==> config.mk <==
export PLATFORM = sky130hd
export DESIGN_NAME = sort_calc_seq_flat
export DESIGN_NICKNAME = d
export VERILOG_FILES = /design/src/rtl/sort_calc_seq_if.sv /design/src/rtl/sort_calc_seq.sv /design/src/flat_wrapper.sv
export SDC_FILE = /design/constraint.sdc
export NUM_CORES = 1
export LEC_CHECK = 0
export BUFFER_PORTS_ARGS = -buffer_cell sky130_fd_sc_hd__buf_4
export CAP_MARGIN = 20
export CORE_AREA = 3 3 163 165
export CTS_BUF_LIST = sky130_fd_sc_hd__clkbuf_4 sky130_fd_sc_hd__clkbuf_8
export CTS_CLUSTER_DIAMETER = 60
export DETAILED_ROUTE_END_ITERATION = 16
export DIE_AREA = 0 0 166 168
export MAX_ROUTING_LAYER = met4
export PLACE_DENSITY = 0.8
export SLEW_MARGIN = 20
export SYNTH_ARGS = -nofsm -noshare
export SYNTH_HDL_FRONTEND = slang
export SYNTH_SLANG_ARGS = --single-unit
==> constraint.sdc <==
create_clock -name clk -period 16.8 [get_ports clk]
set_clock_uncertainty 0.15 [all_clocks]
set_input_delay 2.52 -clock clk [delete_from_list [all_inputs] [get_ports clk]]
set_output_delay 2.52 -clock clk [all_outputs]
set_load 0.01 [all_outputs]
==> src/rtl/sort_calc_seq_if.sv <==
// Sample/result handshake bundle for sort_calc_seq.
interface sort_calc_seq_if #(
  parameter int W  = 4,
  parameter int OW = 10
);
  logic          in_valid;
  logic [W-1:0]  in_data;
  logic [2:0]    opt;
  logic          equ;
  logic          busy;
  logic          out_valid;
  logic [OW-1:0] out_data;

  modport master (output in_valid, in_data, opt, equ, input busy, out_valid, out_data);
  modport slave  (input in_valid, in_data, opt, equ, output busy, out_valid, out_data);
endinterface

==> src/rtl/sort_calc_seq.sv <==
// Serial-load odd-even transposition sorter with normalise/running-average transform and equation evaluation.
// Define SORT_CALC_SAT_EN to saturate the result to OW bits instead of wrapping.
//   state  | meaning
//   IDLE   | waiting for first sample
//   LOAD   | collecting samples 1..N-1
//   SORT   | N odd-even transposition passes
//   XFORM  | N-1 transform steps, one element per cycle
//   CALC   | evaluate equation, register result
module sort_calc_seq #(
  parameter int N  = 6,
  parameter int W  = 4,
  parameter int OW = 10
) (
  input  logic            clk,
  input  logic            rst,
  sort_calc_seq_if.slave  io_bus
);

  localparam int MW   = W + 3;
  localparam int CW   = 2 * MW + 4;
  localparam int CNTW = $clog2(N);
  localparam logic [CNTW-1:0] LAST_S = CNTW'(N - 1);
  localparam logic [CNTW-1:0] LAST_X = CNTW'(N - 2);
  localparam logic signed [CW-1:0]   C3 = CW'(3);
  localparam logic signed [CW-1:0]   C4 = CW'(4);
  localparam logic signed [MW+1:0]   D3 = (MW+2)'(3);
  localparam logic signed [CW-1:0]   SAT_HI = CW'((64'sd1 <<< (OW - 1)) - 64'sd1);
  localparam logic signed [CW-1:0]   SAT_LO = ~SAT_HI;

  typedef enum logic [2:0] {S_IDLE, S_LOAD, S_SORT, S_XFORM, S_CALC} state_t;

  state_t                r_state, w_state_nxt;
  logic [CNTW-1:0]       r_cnt;
  logic [2:0]            r_opt;
  logic                  r_equ;
  logic signed [W:0]     r_buf [N];
  logic signed [MW-1:0]  r_m   [N];
  logic                  r_out_valid;
  logic [OW-1:0]         r_out_data;

  logic                  w_accept;
  logic                  w_sgn;
  logic signed [W:0]     w_ext;
  logic signed [W:0]     w_pass [N];
  logic [CNTW-1:0]       w_xi;
  logic signed [MW+1:0]  w_num;
  logic signed [MW+1:0]  w_avg;
  logic signed [MW-1:0]  w_mnew;
  logic signed [CW-1:0]  w_m0, w_m1, w_m3, w_m4, w_m5;
  logic signed [CW-1:0]  w_eq0, w_dif, w_prd, w_eq1, w_res;
  logic [OW-1:0]         w_out;

  // a sample offered during the out_valid cycle is still treated as busy
  assign w_accept = io_bus.in_valid &&
                    (((r_state == S_IDLE) && !r_out_valid) || (r_state == S_LOAD));
  assign w_sgn    = (r_state == S_IDLE) ? io_bus.opt[0] : r_opt[0];
  assign w_ext    = w_sgn ? {io_bus.in_data[W-1], io_bus.in_data} : {1'b0, io_bus.in_data};

  always_comb begin
    w_state_nxt = r_state;
    case (r_state)
      S_IDLE:  if (w_accept) w_state_nxt = S_LOAD;
      S_LOAD:  if (w_accept && (r_cnt == LAST_S)) w_state_nxt = S_SORT;
      S_SORT:  if (r_cnt == LAST_S) w_state_nxt = S_XFORM;
      S_XFORM: if (r_cnt == LAST_X) w_state_nxt = S_CALC;
      S_CALC:  w_state_nxt = S_IDLE;
      default: w_state_nxt = S_IDLE;
    endcase
  end

  always_comb begin
    w_pass = r_buf;
    for (int i = 0; i < N - 1; i++) begin
      if (i[0] == r_cnt[0]) begin
        if (r_opt[1] ? (r_buf[i] < r_buf[i+1]) : (r_buf[i] > r_buf[i+1])) begin
          w_pass[i]   = r_buf[i+1];
          w_pass[i+1] = r_buf[i];
        end
      end
    end
  end

  assign w_xi   = r_cnt + 1'b1;
  assign w_num  = ((MW+2)'(r_m[r_cnt]) <<< 1) + (MW+2)'(r_buf[w_xi]);
  assign w_avg  = w_num / D3;
  assign w_mnew = r_opt[2] ? MW'(w_avg) : (MW'(r_buf[w_xi]) - MW'(r_buf[0]));

  assign w_m0  = CW'(r_m[0]);
  assign w_m1  = CW'(r_m[1]);
  assign w_m3  = CW'(r_m[N-3]);
  assign w_m4  = CW'(r_m[N-2]);
  assign w_m5  = CW'(r_m[N-1]);
  assign w_eq0 = ((w_m3 + C4 * w_m4) * w_m5) / C3;
  assign w_dif = w_m1 - w_m0;
  assign w_prd = w_dif * w_m5;
  assign w_eq1 = w_prd[CW-1] ? -w_prd : w_prd;
  assign w_res = r_equ ? w_eq1 : w_eq0;

`ifdef SORT_CALC_SAT_EN
  assign w_out = (w_res > SAT_HI) ? SAT_HI[OW-1:0] :
                 (w_res < SAT_LO) ? SAT_LO[OW-1:0] : w_res[OW-1:0];
`else
  assign w_out = w_res[OW-1:0];
`endif

  always_ff @(posedge clk or posedge rst) begin
    if (rst) r_state <= S_IDLE;
    else     r_state <= w_state_nxt;
  end

  always_ff @(posedge clk or posedge rst) begin
    if (rst) begin
      r_cnt       <= '0;
      r_opt       <= '0;
      r_equ       <= 1'b0;
      r_buf       <= '{default: '0};
      r_m         <= '{default: '0};
      r_out_valid <= 1'b0;
      r_out_data  <= '0;
    end else begin
      r_out_valid <= 1'b0;
      case (r_state)
        S_IDLE: begin
          if (w_accept) begin
            r_buf[0] <= w_ext;
            r_opt    <= io_bus.opt;
            r_equ    <= io_bus.equ;
            r_cnt    <= CNTW'(1);
          end
        end
        S_LOAD: begin
          if (w_accept) begin
            r_buf[r_cnt] <= w_ext;
            r_cnt        <= (r_cnt == LAST_S) ? '0 : r_cnt + 1'b1;
          end
        end
        S_SORT: begin
          r_buf <= w_pass;
          if (r_cnt == LAST_S) begin
            r_cnt  <= '0;
            r_m[0] <= r_opt[2] ? MW'(w_pass[0]) : '0;
          end else begin
            r_cnt  <= r_cnt + 1'b1;
          end
        end
        S_XFORM: begin
          r_m[w_xi] <= w_mnew;
          r_cnt     <= (r_cnt == LAST_X) ? '0 : r_cnt + 1'b1;
        end
        S_CALC: begin
          r_out_data  <= w_out;
          r_out_valid <= 1'b1;
        end
        default: r_cnt <= '0;
      endcase
    end
  end

  assign io_bus.busy      = (r_state != S_IDLE) || r_out_valid;
  assign io_bus.out_valid = r_out_valid;
  assign io_bus.out_data  = r_out_data;

endmodule
==> src/flat_wrapper.sv <==
// flat-port wrapper written by rule: the top's interface ports become plain ports
module sort_calc_seq_flat 
#(
  parameter int N  = 6,
  parameter int W  = 4,
  parameter int OW = 10
)
  (clk, rst, io_bus_in_valid, io_bus_in_data, io_bus_opt, io_bus_equ, io_bus_busy, io_bus_out_valid, io_bus_out_data);
  sort_calc_seq_if #(.W(W), .OW(OW)) io_bus_i ();
  input  logic clk;
  input  logic rst;
  input wire logic [$bits(io_bus_i.in_valid)-1:0] io_bus_in_valid;
  input wire logic [$bits(io_bus_i.in_data)-1:0] io_bus_in_data;
  input wire logic [$bits(io_bus_i.opt)-1:0] io_bus_opt;
  input wire logic [$bits(io_bus_i.equ)-1:0] io_bus_equ;
  output wire logic [$bits(io_bus_i.busy)-1:0] io_bus_busy;
  output wire logic [$bits(io_bus_i.out_valid)-1:0] io_bus_out_valid;
  output wire logic [$bits(io_bus_i.out_data)-1:0] io_bus_out_data;
  assign io_bus_i.in_valid = io_bus_in_valid;
  assign io_bus_i.in_data = io_bus_in_data;
  assign io_bus_i.opt = io_bus_opt;
  assign io_bus_i.equ = io_bus_equ;
  assign io_bus_busy = io_bus_i.busy;
  assign io_bus_out_valid = io_bus_i.out_valid;
  assign io_bus_out_data = io_bus_i.out_data;
  sort_calc_seq #(.N(N), .W(W), .OW(OW)) u_core (.clk(clk), .rst(rst), .io_bus(io_bus_i));
endmodule
# After elaboration in Yosys (flattened, before gate mapping)
# Index checks and enable logic that the tools add are counted.
# Widths: inputs -> output; s select.
# word_totals
ff_bits	93
mem_count	0
in_bits	11
latchBits	0
mem_bits_rw	0
output_inout_bits	12
rom_bits	0
word_cells	127
# op_classes
mux	49
n_bitwise	3
order_cmp	14
multipliers	2
reduce_logical	20
eq_ne	13
n_div	2
n_addsub	6
shifts	0
# op_table
operator	n
$mux 10	12
$pmux 25 s2	1
$bwmux 42	1
$mux 7	6
$bwmux 30	1
$mux 30	1
$gt 5x5->1	5
$lt 5x5->1	5
$mux 5	5
$bmux 7 s3	1
$demux 7 s3	1
$mux 3	7
$div 18x3->18 const B	1
$mul 10x7->17	1
$bmux 5 s3	1
$demux 5 s3	1
$mul 8x7->15	1
$pmux 3 s5	1
$pmux 5 s3	1
$pmux 7 s2	1
$pmux 3 s4	1
$add 7x9->10	1
$ne 2x1->1 const B	5
$neg 10->10	1
other kinds (23)	47

# Longest topological paths before layout
# logic_depth
depth_word	13
depth_mapped	50
mapped_depth_nobuf	45

# Worst setup path after synthesis
# Ideal clock, no wire load.
# synth_timing
kind	reg-to-reg
from	register u_core.r_m[7] (netlist bit)
to	register u_core.r_out_data[8] (netlist: u_core.io_bus.out_data[8])
setup_ps	131
synth_period_minus_slack_ps	11827
required_time_ps	16519
stages_incl_launch_ff	46
path_buffers	3
path_slack_ps	4973
t_arrival_ps	11546
path_cell_list	dfrtp_1 ha_1 fa_1 a21o_1 a21oi_1 o21bai_1 a21oi_1 xnor2_1 nand2_1 fa_1 inv_1 fa_1 fa_1 inv_1 fa_1 inv_1 ha_1 xor2_1 [10 not listed] buf_2 o211ai_1 and4_4 nor2_2 mux2i_4 nand2_2 ha_1 inv_1 nand4_2 xnor2_2 inv_1 ha_1 buf_1 o41ai_4 nand4b_4 or4b_4 and3_1 or3_1
# synth_via
elab_chain_cells	4
# synth_rtl
item	line	source
from (decl)	sort_calc_seq.sv:37	logic signed [MW-1:0] r_m [N];
from (signal, indexed assignment)	sort_calc_seq.sv:147	r_m[w_xi] <= w_mnew;
$add 7x9->10	sort_calc_seq.sv:93	assign w_eq0 = ((w_m3 + C4 * w_m4) * w_m5) / C3;
$mul 10x7->17	sort_calc_seq.sv:93	
$div 18x3->18	sort_calc_seq.sv:93	
$mux 10	sort_calc_seq.sv:97	assign w_res = r_equ ? w_eq1 : w_eq0;
to (signal assigned)	sort_calc_seq.sv:151	r_out_data <= w_out;
to (decl)	sort_calc_seq.sv:39	logic [OW-1:0] r_out_data;
# Every way passes these cells.
# A chain may end at the register's enable or synchronous reset.

# Worst setup path after layout
# Ends and elaborated chain as after synthesis.

==> metrics <==
Remaining DRCs=0; reg2reg start=u_core.r_m[7]; FMAX=around 0.077 GHz; setup tns final=0 ps; Clock Latency Late Sink=slightly below 400 ps; Longest Clk Path Bufs=2; CP max stage delay=about 650 ps; Place WS=3930 ps; first-pass iteration count of the detailed router=6; Mapped Area=about 15,000 sq um; Yosys top cell by area=dfrtp_1; Area Overhead vs Synth=4.37%; via count=13,900; R2R depth=42; vias in the first global route=around 14,000; Worst EP arrival=around 13,000 ps; total track usage=29.1%; syn_area_per_cell=approximately 8 sq um; flops & latches, synth=between 90 and 100; Hold Fails Final Rpt=0; MaxCap Viol Count=0; I/O Buffers=22; critical path's slowest cell=or4_1; gp weighted congestion=around 0.94; number of top-level pins=23; Synth area leaders=dfrtp_1 (16%), fa_1 (14%), ha_1 (11%); initial antenna violation count=0; crit path to=u_core.io_bus.out_data[8]; critical path class=reg -> reg; syn_nets=roughly 2,100; Post-synth ARST share=100%; initial core utilization=between 50% and 60%; Primary FF master, synth=dfrtp_1; Detail Placement HPWL=just over 30,000 um; clock transition at the registers of the reported paths=~90 ps; Synth Warn #=0; fin worst setup slack=3780 ps; total wire length=between 30,000 and 40,000 um; worst reg2reg setup slack=approximately 3800 ps; max-slew violation count=0; Worst Path Required=16,920 ps; chip width=between 150 and 200 um; CTS buffer count=9; routed len/inst=roughly 18 um; via density per instance=~6.3; Commonest cells post-synth=inv_1 (212), nand2_1 (173), nor2_1 (152), ha_1 (127), a21oi_1 (126); endpoint type of the worst setup path=register; post-route ant nets=0; core area=approximately 25,000 sq um; largest net degree at the start of global routing=between 70 and 80; worst r2r dst=u_core.io_bus.out_data[8]; Worst-Margin Slew=approximately 1100 ps; sequential area share after synthesis=between 15 and 20%; post-route clock period utilization=77.5%; CTS tree=built; FP Rows=58; EDFF count, synth=0; FILL cells=2,191; Final setup viols=0; max_slew headroom=about 26%; top-count cell post-synth=inv_1; RSZ-0062 raised after global routing=false; status=finished, final reports clean; die area=about 28,000 sq um; Min Clock Period, post-route=around 13,000 ps; Critical Path Start=u_core.r_m[7]; Clock Root Buffer=clkbuf_8; first-pass GRT wire length=66,400 um; htree depth=3; Nets=approximately 2,100; number of distinct library cells after synthesis=93; Hold Path Class=reg -> reg; cell count after synthesis=approximately 1,900; clk sink count=93; Die Height=168 um; Max FO, Critical Path=12; CTS hold repair buffers=0; diode count=0; top cell type's share of synthesized area=between 15 and 20%; post-CTS setup buffer count=0; layout cells sized above 1=6.33%; Gates resized, CTS repair=0; crit path launch type=register; gr ovfl total=0; Detailed Route Iter0 Violations=between 1,000 and 1,500
[how the worst min path moves through the flow]
stage                   start              to  slack, ps  cells after the start
6_report       u_core.r_m[25]  u_core.r_m[25]        340                      2
5_1_grt        u_core.r_m[25]  u_core.r_m[25]        370                      2
4_1_cts        u_core.r_m[25]  u_core.r_m[25]        340                      2
3_5_place_dp   u_core.r_m[25]  u_core.r_m[25]        320                      2
3_3_place_gp   u_core.r_m[22]  u_core.r_m[22]        310                      2
2_1_floorplan  u_core.r_m[22]  u_core.r_m[22]        300                      2
[critical path, delay by kind of cell (launching register included)]
kind / cells / cell delay (ps)
AO/OA/AOI/OAI: 11 / 3080
adder cells (fa/ha/maj): 9 / 3680
XOR/XNOR: 3 / 800
flip-flops: 1 / 410
multiplexers: 1 / 200
AND/OR/NAND/NOR: 13 / 4200
buffers and inverters: 5 / 370
[placed cells by master (no fill, tap or decap), types with 47 or more instances in the layout]
master	instances
a21oi_1	126
and2_1	72
dfrtp_1	93
fa_1	102
ha_1	127
inv_1	211
nand2_1	173
nor2_1	150
nor3_1	47
o21ai_0	106
xnor2_1	67
[per-stage QoR]
step	instance area [sq um]	util [%]	hold WS, ps	std cells
final	15700	62.2	342	2193
after global routing	15700	62.2	375	2193
after CTS	15700	62.2	342	2193
after detailed placement	15400	61.3	321	2179
after global placement	15400	61.3	314	2179
after floorplan	15000	-	300	1879
[flip-flops by register name (all words and copies together) (netlist names)]
register	flops
u_core.r_opt	3
u_core.r_buf	30
u_core.io_bus.out_data	10
u_core.r_state	3
u_core.r_m	42
u_core.r_cnt	3
u_core.r_equ	1
u_core.io_bus.out_valid	1
[cell families after synthesis]
| family | Yosys count | synth area share (%) |
|---|---|---|
| xor+xnor | 108 | 6.35 |
| compound gates | 475 | 21.0 |
| mux | 79 | 5.72 |
| simple gates | 611 | 20.0 |
| buf+inv | 283 | 7.17 |
| fa+ha+maj | 230 | 24.3 |
| flops | 93 | 15.5 |
[cell type report]
class,instances,area [sq um],share of cell area (%)
tap,330,413,2.64
sequential,93,2330,14.9
inverter,217,817,5.21
clock buffer,10,131,0.839
timing repair buffer,36,270,1.72
clock inverter,4,75.1,0.479
multi-input combinational,1503,11600,74.3
[routing by layer]
| metal | wire [um] | GRT usage, % | vias up |
|---|---|---|---|
| met5 | 0 | - | - |
| met4 | 1470 | 10.6 | 0 |
| met3 | 2120 | 3.19 | 109 |
| met2 | 19800 | 50.6 | 529 |
| met1 | 16400 | 35.2 | 6680 |
| li1 | - | - | 6551 |
Power is left out: the tool's default activity adds up to more than one toggle a clock period on the data nets, which glitch-free logic cannot reach.
